<file path="src/rtl/wb_apb_bridge_if.sv">
// rtl/wb_apb_bridge_if.sv - Wishbone slave side and APB master side signal bundle of the bridge
interface wb_apb_bridge_if #(
    parameter int ADDR_W     = 32,
    parameter int DATA_W     = 32,
    parameter int NUM_SLAVES = 4
);
    localparam int SEL_W = DATA_W / 8;

    logic [ADDR_W-1:0]            wb_adr;
    logic [DATA_W-1:0]            wb_dat_w;
    logic [DATA_W-1:0]            wb_dat_r;
    logic                         wb_we;
    logic [SEL_W-1:0]             wb_sel;
    logic                         wb_cyc;
    logic                         wb_stb;
    logic                         wb_ack;
    logic                         wb_err;
    logic [ADDR_W-1:0]            paddr;
    logic [NUM_SLAVES-1:0]        psel;
    logic                         penable;
    logic                         pwrite;
    logic [DATA_W-1:0]            pwdata;
    logic [SEL_W-1:0]             pstrb;
    logic [2:0]                   pprot;
    logic [NUM_SLAVES*DATA_W-1:0] prdata;
    logic [NUM_SLAVES-1:0]        pready;
    logic [NUM_SLAVES-1:0]        pslverr;

    modport slave (
        input  wb_adr, wb_dat_w, wb_we, wb_sel, wb_cyc, wb_stb,
        input  prdata, pready, pslverr,
        output wb_dat_r, wb_ack, wb_err,
        output paddr, psel, penable, pwrite, pwdata, pstrb, pprot
    );

    modport master (
        output wb_adr, wb_dat_w, wb_we, wb_sel, wb_cyc, wb_stb,
        output prdata, pready, pslverr,
        input  wb_dat_r, wb_ack, wb_err,
        input  paddr, psel, penable, pwrite, pwdata, pstrb, pprot
    );
endinterface

</file>
<file path="src/rtl/wb_apb_bridge.sv">
// rtl/wb_apb_bridge.sv - Wishbone classic slave to APB4 master bridge with slave decode and access timeout
module wb_apb_bridge #(
    parameter int ADDR_W     = 32,
    parameter int DATA_W     = 32,
    parameter int NUM_SLAVES = 4,
    parameter int SLV_LSB    = 12,
    parameter int TIMEOUT    = 255
) (
    input logic            clk,
    input logic            rst_n,
    wb_apb_bridge_if.slave bus
);
    localparam int SEL_W  = DATA_W / 8;
    localparam int IDX_W  = (NUM_SLAVES > 1) ? $clog2(NUM_SLAVES) : 1;
    localparam int IDXP_W = IDX_W + 1;
    localparam int NPAD   = 1 << IDX_W;
    localparam int TMO_W  = (TIMEOUT > 0) ? $clog2(TIMEOUT + 1) : 1;
    localparam int TMO_L  = (TIMEOUT > 0) ? TIMEOUT - 1 : 0;

    localparam logic [IDXP_W-1:0]     NS_LIM   = IDXP_W'(NUM_SLAVES);
    localparam logic [TMO_W-1:0]      TMO_LAST = TMO_W'(TMO_L);
    localparam logic [TMO_W-1:0]      TMO_ONE  = TMO_W'(1);
    localparam logic [NUM_SLAVES-1:0] SEL_ONE  = NUM_SLAVES'(1);

    typedef enum logic [1:0] {IDLE, SETUP, ACCESS, RESP} state_t;

    state_t                 state_q, state_d;
    logic [ADDR_W-1:0]      adr_q, adr_d;
    logic [DATA_W-1:0]      wdat_q, wdat_d;
    logic [DATA_W-1:0]      rdat_q, rdat_d;
    logic                   we_q, we_d;
    logic [SEL_W-1:0]       strb_q, strb_d;
    logic [IDX_W-1:0]       idx_q, idx_d;
    logic [IDX_W-1:0]       wb_idx;
    logic [NUM_SLAVES-1:0]  psel_q, psel_d;
    logic                   penable_q, penable_d;
    logic                   ack_q, ack_d;
    logic                   err_q, err_d;
    logic                   resp_en_q, resp_en_d;
    logic                   fail;
    logic [TMO_W-1:0]       tmo_q, tmo_d;
    logic [NPAD-1:0]        rdy_pad, slverr_pad;
    logic [NPAD*DATA_W-1:0] rdata_pad;

    assign wb_idx = bus.wb_adr[SLV_LSB +: IDX_W];

    // Widen per-slave inputs to a power of two so any idx value indexes safely
    always_comb begin
        rdy_pad                              = '0;
        slverr_pad                           = '0;
        rdata_pad                            = '0;
        rdy_pad[NUM_SLAVES-1:0]              = bus.pready;
        slverr_pad[NUM_SLAVES-1:0]           = bus.pslverr;
        rdata_pad[NUM_SLAVES*DATA_W-1:0]     = bus.prdata;
    end

    // Next state plus next value of every registered output
    always_comb begin
        state_d   = state_q;
        adr_d     = adr_q;
        wdat_d    = wdat_q;
        rdat_d    = rdat_q;
        we_d      = we_q;
        strb_d    = strb_q;
        idx_d     = idx_q;
        resp_en_d = resp_en_q;
        tmo_d     = tmo_q;
        fail      = 1'b0;
        case (state_q)
            IDLE: begin
                if (bus.wb_cyc && bus.wb_stb) begin
                    adr_d     = bus.wb_adr;
                    we_d      = bus.wb_we;
                    idx_d     = wb_idx;
                    resp_en_d = 1'b1;
                    strb_d    = bus.wb_we ? bus.wb_sel : '0;
                    if (bus.wb_we) begin
                        wdat_d = bus.wb_dat_w;
                    end
                    if ({1'b0, wb_idx} < NS_LIM) begin
                        state_d = SETUP;
                        tmo_d   = '0;
                    end else begin
                        state_d = RESP;
                        fail    = 1'b1;
                    end
                end
            end
            SETUP: begin
                if (!bus.wb_cyc) begin
                    resp_en_d = 1'b0;
                end
                state_d = ACCESS;
            end
            ACCESS: begin
                if (!bus.wb_cyc) begin
                    resp_en_d = 1'b0;
                end
                if (rdy_pad[idx_q]) begin
                    fail = slverr_pad[idx_q];
                    if (!we_q) begin
                        rdat_d = slverr_pad[idx_q] ? '0 : rdata_pad[idx_q*DATA_W +: DATA_W];
                    end
                    state_d = RESP;
                end else if ((TIMEOUT != 0) && (tmo_q == TMO_LAST)) begin
                    fail = 1'b1;
                    if (!we_q) begin
                        rdat_d = '0;
                    end
                    state_d = RESP;
                end else begin
                    tmo_d = tmo_q + TMO_ONE;
                end
            end
            RESP: begin
                resp_en_d = 1'b0;
                state_d   = IDLE;
            end
            default: state_d = IDLE;
        endcase
        psel_d    = ((state_d == SETUP) || (state_d == ACCESS)) ? (SEL_ONE << idx_d) : '0;
        penable_d = (state_d == ACCESS);
        ack_d     = (state_d == RESP) && resp_en_d && !fail;
        err_d     = (state_d == RESP) && resp_en_d && fail;
    end

    // State and output registers; reset drops everything at once
    always_ff @(posedge clk or negedge rst_n) begin
        if (!rst_n) begin
            state_q   <= IDLE;
            adr_q     <= '0;
            wdat_q    <= '0;
            rdat_q    <= '0;
            we_q      <= 1'b0;
            strb_q    <= '0;
            idx_q     <= '0;
            psel_q    <= '0;
            penable_q <= 1'b0;
            ack_q     <= 1'b0;
            err_q     <= 1'b0;
            resp_en_q <= 1'b0;
            tmo_q     <= '0;
        end else begin
            state_q   <= state_d;
            adr_q     <= adr_d;
            wdat_q    <= wdat_d;
            rdat_q    <= rdat_d;
            we_q      <= we_d;
            strb_q    <= strb_d;
            idx_q     <= idx_d;
            psel_q    <= psel_d;
            penable_q <= penable_d;
            ack_q     <= ack_d;
            err_q     <= err_d;
            resp_en_q <= resp_en_d;
            tmo_q     <= tmo_d;
        end
    end

    assign bus.wb_dat_r = rdat_q;
    assign bus.wb_ack   = ack_q;
    assign bus.wb_err   = err_q;
    assign bus.paddr    = adr_q;
    assign bus.psel     = psel_q;
    assign bus.penable  = penable_q;
    assign bus.pwrite   = we_q;
    assign bus.pwdata   = wdat_q;
    assign bus.pstrb    = strb_q;
    assign bus.pprot    = 3'b000;
endmodule

</file>
<file path="src/flat_wrapper.sv">
// flat-port wrapper written by rule: the top's interface ports become plain ports
module wb_apb_bridge_flat 
#(
    parameter int ADDR_W     = 32,
    parameter int DATA_W     = 32,
    parameter int NUM_SLAVES = 4,
    parameter int SLV_LSB    = 12,
    parameter int TIMEOUT    = 255
)
  (clk, rst_n, bus_wb_adr, bus_wb_dat_w, bus_wb_we, bus_wb_sel, bus_wb_cyc, bus_wb_stb, bus_prdata, bus_pready, bus_pslverr, bus_wb_dat_r, bus_wb_ack, bus_wb_err, bus_paddr, bus_psel, bus_penable, bus_pwrite, bus_pwdata, bus_pstrb, bus_pprot);
  wb_apb_bridge_if #(.ADDR_W(ADDR_W), .DATA_W(DATA_W), .NUM_SLAVES(NUM_SLAVES)) bus_i ();
  input logic clk;
  input logic rst_n;
  input wire logic [$bits(bus_i.wb_adr)-1:0] bus_wb_adr;
  input wire logic [$bits(bus_i.wb_dat_w)-1:0] bus_wb_dat_w;
  input wire logic [$bits(bus_i.wb_we)-1:0] bus_wb_we;
  input wire logic [$bits(bus_i.wb_sel)-1:0] bus_wb_sel;
  input wire logic [$bits(bus_i.wb_cyc)-1:0] bus_wb_cyc;
  input wire logic [$bits(bus_i.wb_stb)-1:0] bus_wb_stb;
  input wire logic [$bits(bus_i.prdata)-1:0] bus_prdata;
  input wire logic [$bits(bus_i.pready)-1:0] bus_pready;
  input wire logic [$bits(bus_i.pslverr)-1:0] bus_pslverr;
  output wire logic [$bits(bus_i.wb_dat_r)-1:0] bus_wb_dat_r;
  output wire logic [$bits(bus_i.wb_ack)-1:0] bus_wb_ack;
  output wire logic [$bits(bus_i.wb_err)-1:0] bus_wb_err;
  output wire logic [$bits(bus_i.paddr)-1:0] bus_paddr;
  output wire logic [$bits(bus_i.psel)-1:0] bus_psel;
  output wire logic [$bits(bus_i.penable)-1:0] bus_penable;
  output wire logic [$bits(bus_i.pwrite)-1:0] bus_pwrite;
  output wire logic [$bits(bus_i.pwdata)-1:0] bus_pwdata;
  output wire logic [$bits(bus_i.pstrb)-1:0] bus_pstrb;
  output wire logic [$bits(bus_i.pprot)-1:0] bus_pprot;
  assign bus_i.wb_adr = bus_wb_adr;
  assign bus_i.wb_dat_w = bus_wb_dat_w;
  assign bus_i.wb_we = bus_wb_we;
  assign bus_i.wb_sel = bus_wb_sel;
  assign bus_i.wb_cyc = bus_wb_cyc;
  assign bus_i.wb_stb = bus_wb_stb;
  assign bus_i.prdata = bus_prdata;
  assign bus_i.pready = bus_pready;
  assign bus_i.pslverr = bus_pslverr;
  assign bus_wb_dat_r = bus_i.wb_dat_r;
  assign bus_wb_ack = bus_i.wb_ack;
  assign bus_wb_err = bus_i.wb_err;
  assign bus_paddr = bus_i.paddr;
  assign bus_psel = bus_i.psel;
  assign bus_penable = bus_i.penable;
  assign bus_pwrite = bus_i.pwrite;
  assign bus_pwdata = bus_i.pwdata;
  assign bus_pstrb = bus_i.pstrb;
  assign bus_pprot = bus_i.pprot;
  wb_apb_bridge #(.ADDR_W(ADDR_W), .DATA_W(DATA_W), .NUM_SLAVES(NUM_SLAVES), .SLV_LSB(SLV_LSB), .TIMEOUT(TIMEOUT)) u_core (.clk(clk), .rst_n(rst_n), .bus(bus_i));
endmodule
</file>
<file path="config.mk">
export PLATFORM = sky130hd
export DESIGN_NAME = wb_apb_bridge_flat
export DESIGN_NICKNAME = d
export VERILOG_FILES = /design/src/rtl/wb_apb_bridge_if.sv /design/src/rtl/wb_apb_bridge.sv /design/src/flat_wrapper.sv
export SDC_FILE = /design/constraint.sdc
export NUM_CORES = 1
export LEC_CHECK = 0
export CORE_MARGIN = 2
export CORE_UTILIZATION = 30
export CTS_CLUSTER_SIZE = 14
export DETAILED_ROUTE_END_ITERATION = 8
export DONT_BUFFER_PORTS = 1
export PLACE_DENSITY_LB_ADDON = 0.1
export SLEW_MARGIN = 10
export SYNTH_ARGS = -nofsm -noshare
export SYNTH_HDL_FRONTEND = slang
export SYNTH_SLANG_ARGS = --single-unit
</file>
<file path="constraint.sdc">
create_clock -name clk -period 3.92 [get_ports clk]
set_input_delay 0.392 -clock clk [delete_from_list [all_inputs] [get_ports clk]]
set_output_delay 0.392 -clock clk [all_outputs]
set_load 0.02 [all_outputs]
</file>
== Yosys cells after proc, flatten, opt, wreduce, memory -nomap -nowiden ==
Cells that the tools add are included.
Widths: inputs -> output; s select.
Word-level totals
  word-level logic and storage cells: 69
  output and inout bits: 111
  input port bits: 209
  register bits: 121
Cells by class
  add/sub/neg operators: 1
  shift-type cells: 2
  muxes and demuxes: 27
  magnitude comparators: 1
  equal/unequal tests: 10
  bitwise logic cells: 1
  reduce and logical (&&, ||, !) cells: 14
Operator list (number)
  $mux 32: 5
  $shiftx 128x8->32: 1
  $mux 8: 3
  $pmux 8 s2: 1
  $mux 2: 5
  $add 8x1->8 const B: 1
  $eq 2x2->1 const B: 4
  $eq 8x8->1 const B: 1
  $mux 4: 2
  $pmux 2 s4: 1
  $mux 1: 7
  $reduce_and 3->1: 2
  $bmux 1 s2: 2
  $eq 2x1->1 const B: 2
  $logic_and 1x1->1: 4
  $ne 2x2->1 const B: 2
  $reduce_and 4->1: 1
  $reduce_bool 2->1: 2
  $shl 1x2->4 const A: 1
  $lt 2x3->1 const B: 1
  $pmux 1 s3: 1
  $logic_not 2->1: 1
  $ne 2x1->1 const B: 1
  $reduce_and 2->1: 1
  other kinds (4): 4

== Depth between registers and ports, before layout ==
  depth after elaboration: 7
  mapped depth: 9
  depth with buffers taken out: 9

== Worst setup path before layout ==
Ideal clock, no wire load.
  kind: reg-to-reg
  start: register u_core.idx_q[0]
  end: register u_core.psel_q[2], in the netlist u_core.bus.psel[2]
  clock period less this slack: 2.285 ns
  arrival: 2.167 ns
  cell stages (with the launch flop): 10
  required time: 3.802 ns
  path buffers: 2
  library setup time: 0.118 ns
  setup slack: 1.635 ns
  cells stage by stage: dfrtp_1 -> buf_6 -> mux4_2 -> buf_6 -> o21ba_2 -> nor2_1 -> o32a_1 -> ha_1 -> nand3_1 -> nor2_1
On the way
  word-level cells in the longest chain between the ends: 7
  elaborated cells between the ends (all ways): 11
  those cells by class: eq/ne: 2; shift: 1; mux: 7; reduce/logical: 1
RTL lines
  from (decl): line wb_apb_bridge.sv:33  | logic [IDX_W-1:0] idx_q, idx_d;
  from (signal assigned): line wb_apb_bridge.sv:150  | idx_q <= idx_d;
  $bmux 1 s2 *: line wb_apb_bridge.sv:99  | if (rdy_pad[idx_q]) begin
  $mux 1 (not written as such) *: line wb_apb_bridge.sv:99
  $mux 2 *: line wb_apb_bridge.sv:99
  $pmux 2 s4 *: line wb_apb_bridge.sv:69  | case (state_q)
  via u_core.state_d[0]: line wb_apb_bridge.sv:27  | state_t state_q, state_d;
  $eq 2x1->1 / $eq 2x2->1 (equally long branches): line wb_apb_bridge.sv:121  | psel_d = ((state_d == SETUP) || (state_d == ACCESS)) ? (SEL_ONE << idx_d) : '0;
  $logic_or 1x1->1 *: line wb_apb_bridge.sv:121
  $mux 4 *: line wb_apb_bridge.sv:121
  via u_core.psel_d[2]: line wb_apb_bridge.sv:35  | logic [NUM_SLAVES-1:0] psel_q, psel_d;
  to (signal assigned): line wb_apb_bridge.sv:151  | psel_q <= psel_d;
  to (decl): line wb_apb_bridge.sv:35
Mark *: on every way through the listed nets, which the timed path passes. The rest lies on a longest branch. The select of a mux whose other input is x is not followed.
A chain may end at the register's enable or synchronous reset.

== Final worst setup path ==
  start: register u_core.idx_q[0]
  end: register u_core.psel_q[3], in the netlist u_core.bus.psel[3]
Same word-level chain as after synthesis.

==> impl_metrics.json <==
{
  "cts_buffer_depth": 2,
  "required_ps": 4220,
  "hold_viol": 0,
  "path_cells": "mux4_2 > o21ba_2 > nor2_1 > o32a_1 > ha_1 > nand2_1 > nor2_1",
  "ir_drop_v": 0.000345,
  "coreArea_mm2": 0.0181,
  "worstMarginPinSlew_ps": 789,
  "setup_viol": 0,
  "place_area_mm2": 0.00576,
  "drive_above_1_share_pct": 25.4,
  "path_buf_inv": 0,
  "synth_edf_count": 0,
  "ys_seq_elements": 121,
  "num_vias": 3653,
  "worstHoldStart": "bus_wb_adr[15]",
  "routedWlPerCell_um": 22.5,
  "syn-instance-count": 440,
  "yosysWarnings": 0,
  "holdWs_ps": 80.2,
  "max-cap-violations": 0,
  "antenna_left": 0,
  "top_level_ports": 320,
  "synth.distinct_cells": 37,
  "relSlewSlack_pct": 47.4,
  "clockRootBuffer": "clkbuf_16",
  "finalCritPeriodShare_pct": 67.3,
  "core.rowCount": 49,
  "avgViaCountPerCell": 5.38,
  "reg2regPathDepth": 7,
  "p_total_mw": 6.06,
  "dp.cells": 644,
  "avgSynthCellArea_um2": 12.6,
  "post-route-min-period_ps": 2640,
  "start_kind": "flip-flop",
  "dr.pass1.iters": 4,
  "reg2reg_to": "u_core.bus.psel[3]$_DFF_PN0_",
  "path_common_cell": "nor2_1",
  "reg2reg_setup_slack_ps": 1280,
  "clk_pin_slew_worst_paths_ps": 70,
  "pre_cts_ws_ps": 1300,
  "die_x_um": 140,
  "portBuffers": 0,
  "r2r_start": "u_core.idx_q[0]$_DFF_PN0_",
  "cts.sinks": 121,
  "route.detailed.drc": 0,
  "yosys_most_used_dff": "dfrtp_1",
  "drv_slew": 0,
  "start_util_pct": 30.8,
  "cp.depth": 7,
  "hold_buffers": 2,
  "most-common-layout-cells": "120 x dfrtp_1, 115 x nand2_1, 34 x mux4_2, 34 x mux2_2, 32 x a32o_1",
  "clock_latency_ps": 420,
  "max_freq_mhz": 379,
  "fin_area_mm2": 0.00641,
  "rsz0062_at_grt": "no",
  "grt-ovfl-total": 0,
  "gp_congestion": 0.746,
  "grt_max_degree": 122,
  "cts_resized": 0,
  "wirelength_mm": 15.3,
  "htreeDepth": 4,
  "grt_usage_pct": 15.3,
  "chipHeight_um": 140,
  "fin_cells": 679,
  "fin_setup_tns_ps": 0,
  "hold_depth": 2,
  "postLayoutCoreUtil_pct": 35.4,
  "critPathArrivalTime_ps": 2940,
  "crit_fanout": 36,
  "cp_top_family": "multiplexers",
  "top_layer_used": "met5",
  "cp_slowest_cell": "mux4_2",
  "cts_tree": "done",
  "critPathCaptureType": "flip-flop",
  "final_common_cell": "dfrtp_1",
  "antenna_found_initial": 2,
  "clock_skew_ps": 12.0,
  "path_class": "flip-flop to flip-flop",
  "netlist_area_mm2": 0.00557,
  "syn_to_final_growth_pct": 15.1,
  "cts_buffers": 17,
  "met1_length_mm": 5.81,
  "min_to": "u_core.bus.paddr[15]$_DFFE_PN0P_",
  "route.met3.wl_mm": 1.72,
  "critPathMaxStageDelay_ps": 860,
  "cts_setup_buffers": 0,
  "drtIter0Drc": 221,
  "fin_nets": 651,
  "worst_slack_ps": 1280,
  "die-area_mm2": 0.0197,
  "hold_class": "input pin to flip-flop",
  "met2_length_mm": 7.52,
  "synthArstFlopShare_pct": 100,
  "seq_area_frac_synth_pct": 54.4,
  "power.leakage_nw": 2.82,
  "grt_pass1_wl_mm": 22.6,
  "dp_hpwl_mm": 10.8,
  "status": "completed",
  "grt_pass1_vias": 3899,
  "power_density_mw_per_mm2": 945
}
-- synth_stat cells (2+ instances only) --
master	instances	area share (%)
dfrtp_1	121	54
nand2_1	115	7.8
mux2_2	34	6.9
mux4_2	34	14
a32o_1	32	5.8
clkbuf_1	18	1.2
nand3_1	12	1.1
buf_2	6	0.54
ha_1	6	1.3
inv_1	6	0.40
nor2_1	6	0.40
a31oi_1	5	0.56
buf_1	5	0.34
a21boi_0	4	0.54
o21ai_0	4	0.36
a21oi_1	3	0.27
a2bb2oi_1	3	0.47
buf_4	3	0.40
nor3_1	3	0.27
and3_1	2	0.22
buf_6	2	0.40
-- logic make-up (layout without fill, tap and decap cells) --
| kind of cell | Yosys count | after routing | synth area share (%) |
|---|---|---|---|
| AOI/OAI and AO/OA | 59 | 59 | 9.62 |
| and+or+nand+nor | 145 | 145 | 10.6 |
| other | 1 | 4 | 0.0674 |
| muxes | 68 | 68 | 20.6 |
| adders and majority gates | 6 | 6 | 1.35 |
| buffers and inverters | 40 | 47 | 3.30 |
| DFF | 121 | 121 | 54.4 |
-- layer usage --
layer	vias to the layer above	global-route usage, %
li1	1598	-
met1	1818	17.6
met2	217	25.1
met3	18	7.25
met4	2	5.21
met5	-	0
-- report_power, final --
group	switching [mW]	internal [mW]
registers	1.01	1.77
logic	0.859	0.798
clock network	0.646	0.981
total	2.51	3.55
-- flip-flops by register name, indices dropped and copies added, names as in the netlist --
name                 flops
u_core.bus.pstrb         4
u_core.bus.pwdata       32
u_core.idx_q             2
u_core.bus.psel          4
u_core.bus.wb_ack        1
u_core.bus.wb_dat_r     32
u_core.bus.pwrite        1
u_core.tmo_q             8
u_core.bus.penable       1
u_core.bus.paddr        32
u_core.state_q           2
u_core.bus.wb_err        1
u_core.resp_en_q         1
-- worst register-to-register path, cell delays in order, from the launching register on --
cell and delay, ps:
dfrtp_2 380, mux4_2 860, o21ba_2 410, nor2_1 60, o32a_1 360, ha_1 320, nand2_1 90, nor2_1 50
-- worst max path at each step --
| stage | from | end |
|---|---|---|
| final | u_core.idx_q[0]$_DFF_PN0_ | u_core.bus.psel[3]$_DFF_PN0_ |
| after global routing | u_core.idx_q[0]$_DFF_PN0_ | u_core.bus.psel[2]$_DFF_PN0_ |
| after CTS | u_core.idx_q[0]$_DFF_PN0_ | u_core.bus.psel[1]$_DFF_PN0_ |
| after detailed placement | u_core.idx_q[0]$_DFF_PN0_ | u_core.bus.psel[0]$_DFF_PN0_ |
| after global placement | bus_pready[3] | u_core.bus.psel[0]$_DFF_PN0_ |
| after floorplan | u_core.idx_q[0]$_DFF_PN0_ | u_core.bus.psel[2]$_DFF_PN0_ |
-- cell type report --
cell class	count	area, um2
clock inverter	14	171
timing repair buffer	9	90.1
inverter	6	22.5
tap	229	287
fill	1773	11700
antenna	1	2.50
sequential	121	3030
multi-input combinational	281	2370
clock buffer	18	439
No activity file was read; power rests on OpenSTA's default activity.
